==> config.mk <==
export PLATFORM = sky130hd
export DESIGN_NAME = prelude_loader
export DESIGN_NICKNAME = d
export VERILOG_FILES = /design/src/rtl/prelude_loader.sv
export SDC_FILE = /design/constraint.sdc
export NUM_CORES = 2
export LEC_CHECK = 0
export CAP_MARGIN = 20
export CORE_ASPECT_RATIO = 2
export CORE_MARGIN = 10
export CORE_UTILIZATION = 57
export DETAILED_ROUTE_END_ITERATION = 10
export PLACE_DENSITY_LB_ADDON = 0.15
export SYNTH_ARGS = -nofsm -noshare
export SYNTH_HDL_FRONTEND = slang
export SYNTH_SLANG_ARGS = --single-unit
==> constraint.sdc <==
create_clock -name clk -period 4.7 [get_ports clk]
set_input_delay 1.41 -clock clk [delete_from_list [all_inputs] [get_ports clk]]
set_output_delay 1.41 -clock clk [all_outputs]
set_load 0.05 [all_outputs]
==> src/rtl/prelude_loader.sv <==
// prelude_loader: UART program loader plus 256x8 program RAM for the Prelude CPU.
// Latency: a byte is consumed in the stop-bit mid-sample cycle; the RAM write commits on that edge.
// Backpressure: none; the UART cannot be stalled, and bytes outside a framed load are dropped.
//
// Ports:
//   clk, reset      system clock, synchronous active-high reset
//   uart_rx         serial input (idle high, 8N1, LSB first), asynchronous to clk
//   fetch_addr      CPU program counter; fetch_data = ram[fetch_addr] (combinational)
//   cpu_reset       holds the core in reset while a load is in progress or has failed
//   loading         high while the loader is in LEN or DATA
//   load_error      sticky framing-error flag, cleared by the next sync byte
//   load_count      index of the last byte written in the current/last load
module prelude_loader #(
  parameter int         CLKS_PER_BIT = 234,
  parameter logic [7:0] SYNC_BYTE    = 8'hA5
) (
  input  logic       clk,
  input  logic       reset,
  input  logic       uart_rx,
  input  logic [7:0] fetch_addr,
  output logic [7:0] fetch_data,
  output logic       cpu_reset,
  output logic       loading,
  output logic       load_error,
  output logic [7:0] load_count
);

  localparam int CW = $clog2(CLKS_PER_BIT);
  localparam logic [CW-1:0] LP_FULL = CW'(CLKS_PER_BIT - 1);
  localparam logic [CW-1:0] LP_HALF = CW'(CLKS_PER_BIT / 2 - 1);

  // ---------------------------------------------------------------- receiver
  typedef enum logic [1:0] {RX_IDLE, RX_START, RX_DATA, RX_STOP} rx_state_t;

  rx_state_t     r_rx_state;
  rx_state_t     w_rx_state_nxt;
  logic          r_rx_s1;
  logic          r_rx_s2;
  logic          r_rx_prev;
  logic [CW-1:0] r_rx_cnt;
  logic [2:0]    r_rx_bit;
  logic [7:0]    r_rx_shift;

  logic w_fall;
  logic w_cnt_full;
  logic w_cnt_half;
  logic w_rx_cnt_clr;
  logic w_rx_shift_en;
  logic w_rx_valid;
  logic w_rx_ferr;

  assign w_fall     = r_rx_prev & ~r_rx_s2;
  assign w_cnt_full = (r_rx_cnt == LP_FULL);
  assign w_cnt_half = (r_rx_cnt == LP_HALF);

  always_ff @(posedge clk) begin
    if (reset) begin
      r_rx_state <= RX_IDLE;
    end else begin
      r_rx_state <= w_rx_state_nxt;
    end
  end

  always_comb begin
    w_rx_state_nxt = r_rx_state;
    case (r_rx_state)
      RX_IDLE:  if (w_fall) w_rx_state_nxt = RX_START;
      // A line already back high at mid-start is a glitch, not a frame.
      RX_START: if (w_cnt_half) w_rx_state_nxt = r_rx_s2 ? RX_IDLE : RX_DATA;
      RX_DATA:  if (w_cnt_full && (r_rx_bit == 3'd7)) w_rx_state_nxt = RX_STOP;
      RX_STOP:  if (w_cnt_full) w_rx_state_nxt = RX_IDLE;
      default:  w_rx_state_nxt = RX_IDLE;
    endcase
  end

  always_comb begin
    w_rx_cnt_clr  = (w_rx_state_nxt != r_rx_state) || ((r_rx_state == RX_DATA) && w_cnt_full);
    w_rx_shift_en = (r_rx_state == RX_DATA) && w_cnt_full;
    w_rx_valid    = (r_rx_state == RX_STOP) && w_cnt_full && r_rx_s2;
    w_rx_ferr     = (r_rx_state == RX_STOP) && w_cnt_full && !r_rx_s2;
  end

  always_ff @(posedge clk) begin
    if (reset) begin
      r_rx_s1    <= 1'b1;
      r_rx_s2    <= 1'b1;
      r_rx_prev  <= 1'b1;
      r_rx_cnt   <= '0;
      r_rx_bit   <= '0;
      r_rx_shift <= '0;
    end else begin
      r_rx_s1   <= uart_rx;
      r_rx_s2   <= r_rx_s1;
      r_rx_prev <= r_rx_s2;
      if ((r_rx_state == RX_IDLE) || w_rx_cnt_clr) r_rx_cnt <= '0;
      else                                         r_rx_cnt <= r_rx_cnt + 1'b1;
      if (r_rx_state != RX_DATA) r_rx_bit <= '0;
      else if (w_rx_shift_en)    r_rx_bit <= r_rx_bit + 1'b1;
      if (w_rx_shift_en) r_rx_shift <= {r_rx_s2, r_rx_shift[7:1]};
    end
  end

  // ---------------------------------------------------------------- load FSM
  typedef enum logic [2:0] {ST_IDLE, ST_LEN, ST_DATA, ST_DONE, ST_ERROR} ld_state_t;

  ld_state_t  r_state;
  ld_state_t  w_state_nxt;
  logic       r_cpu_reset;
  logic       r_loading;
  logic       r_load_error;
  logic [7:0] r_load_count;
  logic [7:0] r_addr;
  logic [7:0] r_len;

  logic       w_sync;
  logic       w_cpu_reset_nxt;
  logic       w_load_error_nxt;
  logic [7:0] w_load_count_nxt;
  logic [7:0] w_addr_nxt;
  logic [7:0] w_len_nxt;
  logic       w_ram_we;

  assign w_sync = w_rx_valid && (r_rx_shift == SYNC_BYTE);

  always_ff @(posedge clk) begin
    if (reset) begin
      r_state <= ST_IDLE;
    end else begin
      r_state <= w_state_nxt;
    end
  end

  always_comb begin
    w_state_nxt = r_state;
    case (r_state)
      ST_IDLE:  if (w_sync) w_state_nxt = ST_LEN;
      ST_LEN: begin
        if (w_rx_ferr)       w_state_nxt = ST_ERROR;
        else if (w_rx_valid) w_state_nxt = ST_DATA;
      end
      // The sync value is ordinary data here: no in-band restart.
      ST_DATA: begin
        if (w_rx_ferr)                           w_state_nxt = ST_ERROR;
        else if (w_rx_valid && (r_addr == r_len)) w_state_nxt = ST_DONE;
      end
      ST_DONE:  w_state_nxt = ST_IDLE;
      ST_ERROR: if (w_sync) w_state_nxt = ST_LEN;
      default:  w_state_nxt = ST_IDLE;
    endcase
  end

  always_comb begin
    w_cpu_reset_nxt  = r_cpu_reset;
    w_load_error_nxt = r_load_error;
    w_load_count_nxt = r_load_count;
    w_addr_nxt       = r_addr;
    w_len_nxt        = r_len;
    w_ram_we         = 1'b0;
    case (r_state)
      ST_IDLE, ST_ERROR: begin
        if (w_sync) begin
          w_cpu_reset_nxt  = 1'b1;
          w_load_error_nxt = 1'b0;
        end
      end
      ST_LEN: begin
        if (w_rx_ferr) begin
          w_load_error_nxt = 1'b1;
        end else if (w_rx_valid) begin
          w_len_nxt        = r_rx_shift;
          w_addr_nxt       = '0;
          w_load_count_nxt = '0;
        end
      end
      ST_DATA: begin
        if (w_rx_ferr) begin
          w_load_error_nxt = 1'b1;
        end else if (w_rx_valid) begin
          w_ram_we         = !reset;
          w_load_count_nxt = r_addr;
          w_addr_nxt       = r_addr + 8'd1;  // wraps to 0 after a 256-byte load
        end
      end
      ST_DONE:  w_cpu_reset_nxt = 1'b0;
      default: ;
    endcase
  end

  always_ff @(posedge clk) begin
    if (reset) begin
      r_cpu_reset  <= 1'b0;
      r_loading    <= 1'b0;
      r_load_error <= 1'b0;
      r_load_count <= '0;
      r_addr       <= '0;
      r_len        <= '0;
    end else begin
      r_cpu_reset  <= w_cpu_reset_nxt;
      r_loading    <= (w_state_nxt == ST_LEN) || (w_state_nxt == ST_DATA);
      r_load_error <= w_load_error_nxt;
      r_load_count <= w_load_count_nxt;
      r_addr       <= w_addr_nxt;
      r_len        <= w_len_nxt;
    end
  end

  // ---------------------------------------------------------------- program RAM
  // Not touched by reset, so a loaded program survives and reruns.
  logic [7:0] r_ram [0:255] = '{default: 8'h00};

  always_ff @(posedge clk) begin
    if (w_ram_we) r_ram[r_addr] <= r_rx_shift;
  end

  assign fetch_data = r_ram[fetch_addr];
  assign cpu_reset  = r_cpu_reset;
  assign loading    = r_loading;
  assign load_error = r_load_error;
  assign load_count = r_load_count;

endmodule

==> impl_metrics.ini <==
[run_status]
outcome = complete, but fails checks
violations = negative setup slack

[floorplanning]
die_area_mm2 = 0.1592
fp.dieW_um = 287.2
ioPinCount = 30
core_mm2 = 0.1422
die_y_um = 554.4
start_util = 0.5723
placementRows = 196

[worst_setup_path]
crit_path_start_kind = primary input
cp.required_ns = 3.29
arrival_ns = 3.96
r2r_slack_ns = 0.37
cp_max_fo = 8
worstSetupPathType = in2out
reg2reg_depth = 9
reg2reg_to = r_ram[250][0]
end_kind = primary output
r2r_start = r_rx_cnt[0]

[finish]
nets = 4689
drive_gt1_frac = 0.3188
final_area_mm2 = 0.09612
seq_area_mm2 = 0.06261
final_util = 0.6757
synthToLayoutAreaGrowth_pct = 18.08
multiInputGateArea_mm2 = 0.01861
final_cells = 6683
fillers = 9141

[global_route]
grtUsageTotal = 0.2698
grt_pass1_wl_mm = 307.0
grt_pass1_vias = 44230
antenna_found_initial = 3
grt_overflow = 0
grt_max_degree = 196

[placed_design]
place_inst = 6322
place_congestion = 0.9086
post_dp_cell_area_mm2 = 0.08880
portBuffers = 29
hpwl_mm = 139.5
place_ws_ns = -1.051

[power]
vdd_drop_max_mv = 0.4286
p_leak_nw = 31.77
p_per_area_mw_per_mm2 = 385.4
combinationalPowerShare = 0.053
p_int_mw = 29.54
pwr-share-clk = 0.402
power_mw = 37.04
p_sw_frac = 0.2024
power_frac_seq = 0.546
p_sw_mw = 7.498

[timing]
fin_crit_ns = 5.372
slew_violations = 0
maxSlewHeadroom = 0.08796
worst_slew_pin_slew_ns = 1.368
setup_viol = 8
skew_ns = 0.04219
whs_ns = 0.4146
rsz0062_at_grt = true
fin_setup_tns_ns = -4.915
fin_ws_ns = -0.6719
hold_violations = 0
max_freq_mhz = 186.2
finalCritPeriodShare = 1.143

[cts]
cts.path.max_buffers = 4
ctsHoldBuffers = 0
clkTransAtPathRegs_ns = 0.07
clk_latency_ns = 0.82
numCtsBuffers = 175
cts_tree = done
cts_max_level = 4
clock-sinks = 2102
cts-root-buf = clkbuf_16

[routing]
wirelength_mm = 214.3
drc_errors = 0
first_iter_violations = 4243
ant_nets = 0
first_pass_iters = 5
wl_per_cell_um = 32.06
num_vias = 42250
vias_per_cell = 6.322

[synth]
ys_types = 56
synth.area.top_cells = edfxtp_1 76%, mux4_2 12%, mux2i_1 2.5%
syn_area_mm2 = 0.08140
synth_top_area_share = 0.7556
synthTopCellsByCount = 2,048 x edfxtp_1, 425 x mux4_2, 323 x nor2_1, 204 x mux2i_1, 133 x a22oi_1
ys_ff_latch = 2102
synth_edf_count = 2048
synth.avg_cell_area_um2 = 20.20
synthArstFlopShare = 0
synth-main-ff-cell = edfxtp_1
yosysTopAreaCell = edfxtp_1
synth.most_common_cell = edfxtp_1
synthCells = 4030
yosysSeqAreaShare = 0.7688
yosys_warnings = 0
syn_nets = 4050

[flow_run]
drv_cap = 0

[min_path]
holdPathStages = 1
hold_end = r_rx_s2
hp-start = r_rx_s1
hold_path.class = reg2reg
## critical path, stage by stage
cell and delay (ns):
buf_16 0.14, buf_12 0.15, buf_16 0.14, buf_12 0.12
buf_12 0.10, mux4_2 0.50, a22oi_2 0.31, a21oi_4 0.16
a311o_1 0.46, o41ai_4 0.12, nor3_4 0.11, buf_6 0.17
## flip-flops by register name, summed over array words and instances, names as in the netlist, 2 cells and up
signal	cells
load_count	8
r_rx_bit	3
r_state	3
r_addr	8
r_ram	2048
r_rx_cnt	8
r_len	8
r_rx_state	2
r_rx_shift	8
## logic make-up after synthesis
kind of cell,share of synthesized area
AO/OA/AOI/OAI,0.03582
XOR/XNOR,0.002367
adder cells (fa/ha/maj),0.001383
buffers and inverters,0.01385
flip-flops,0.7688
multiplexers,0.1443
AND/OR/NAND/NOR,0.03340
## per-layer routing
metal | GRT usage | wire length, µm | vias up | part of all wire
met3 | 0.03652 | 13200 | 553 | 0.062
met4 | 0.1801 | 16150 | 0 | 0.075
li1 | - | - | 17890 | -
met2 | 0.4825 | 116100 | 1778 | 0.54
met1 | 0.2954 | 68780 | 22030 | 0.32
met5 | 0 | 0 | - | 0
## worst max path at each step
stage / startpoint / endpoint / cells past startpoint
2_1_floorplan: fetch_addr[0] / fetch_data[1] / 11
3_3_place_gp: fetch_addr[0] / fetch_data[6] / 13
3_5_place_dp: fetch_addr[0] / fetch_data[6] / 13
4_1_cts: fetch_addr[0] / fetch_data[6] / 13
5_1_grt: fetch_addr[0] / fetch_data[1] / 12
6_report: fetch_addr[0] / fetch_data[1] / 12
## power by group through the flow
stage	Clock (mW)	Sequential [mW]	Combinational (mW)
after global routing	15.7	20.2	2.02
final	14.9	20.2	1.95
after floorplan	0	20.6	1.02
after global placement	0	20.6	1.75
after CTS	15.0	20.2	1.89
after detailed placement	0	20.6	1.76
## area by class of cell
| cell class | count | area share |
|---|---|---|
| multi-input cells | 1682 | 0.1936 |
| clock buffers | 202 | 0.04794 |
| well taps | 1881 | 0.02449 |
| flip-flops and latches | 2102 | 0.6514 |
| diodes | 2 | 0.00005207 |
| inverters | 8 | 0.0003124 |
| repair buffers | 700 | 0.07013 |
| clock inverters | 106 | 0.01211 |
## what timing repair did
item | in CTS | in global routing
setup buffers | 17 | 28
setup endpoints to repair | 8 | 8
resized for setup | 122 | 43
gates cloned | 10 | 2
pin swaps | 35 | 36
## cells in the final DEF, fill, tap and decap left out, types with 9 or more instances in the layout
master           netlist  routed
a21oi_1               89      80
a221oi_1              19      11
a22o_1                21      19
a22oi_1              133     121
a22oi_2                0      12
a31oi_1               13       9
and2_1                10      10
buf_12                 0      66
buf_16                 0      19
buf_4                 33     567
buf_6                  0      25
bufinv_16              0      25
clkbuf_1             117      21
clkbuf_16              0     183
clkdlybuf4s50_1        0      15
clkinv_1               0      32
clkinv_2               0      32
clkinvlp_4             0      13
dfxtp_1               54      46
edfxtp_1            2048    2048
ha_1                   9       9
mux2_2                12      12
mux2i_1              204     203
mux4_2               425     425
nand2_1               67      62
nand2_2                8      13
nand2b_1              14      12
nand3_1               33      17
nand3_2                0      11
nand4_1               11      11
nor2_1               323     316
nor2b_1               26      22
nor3_1                48      31
nor3_4                 0      13
nor4_1                23       9
nor4_2                 0      11
o21ai_0               20      14
o221ai_1              32      31
o22ai_1               40      37
xnor2_1               14      14
(Power assumes the default switching activity.)
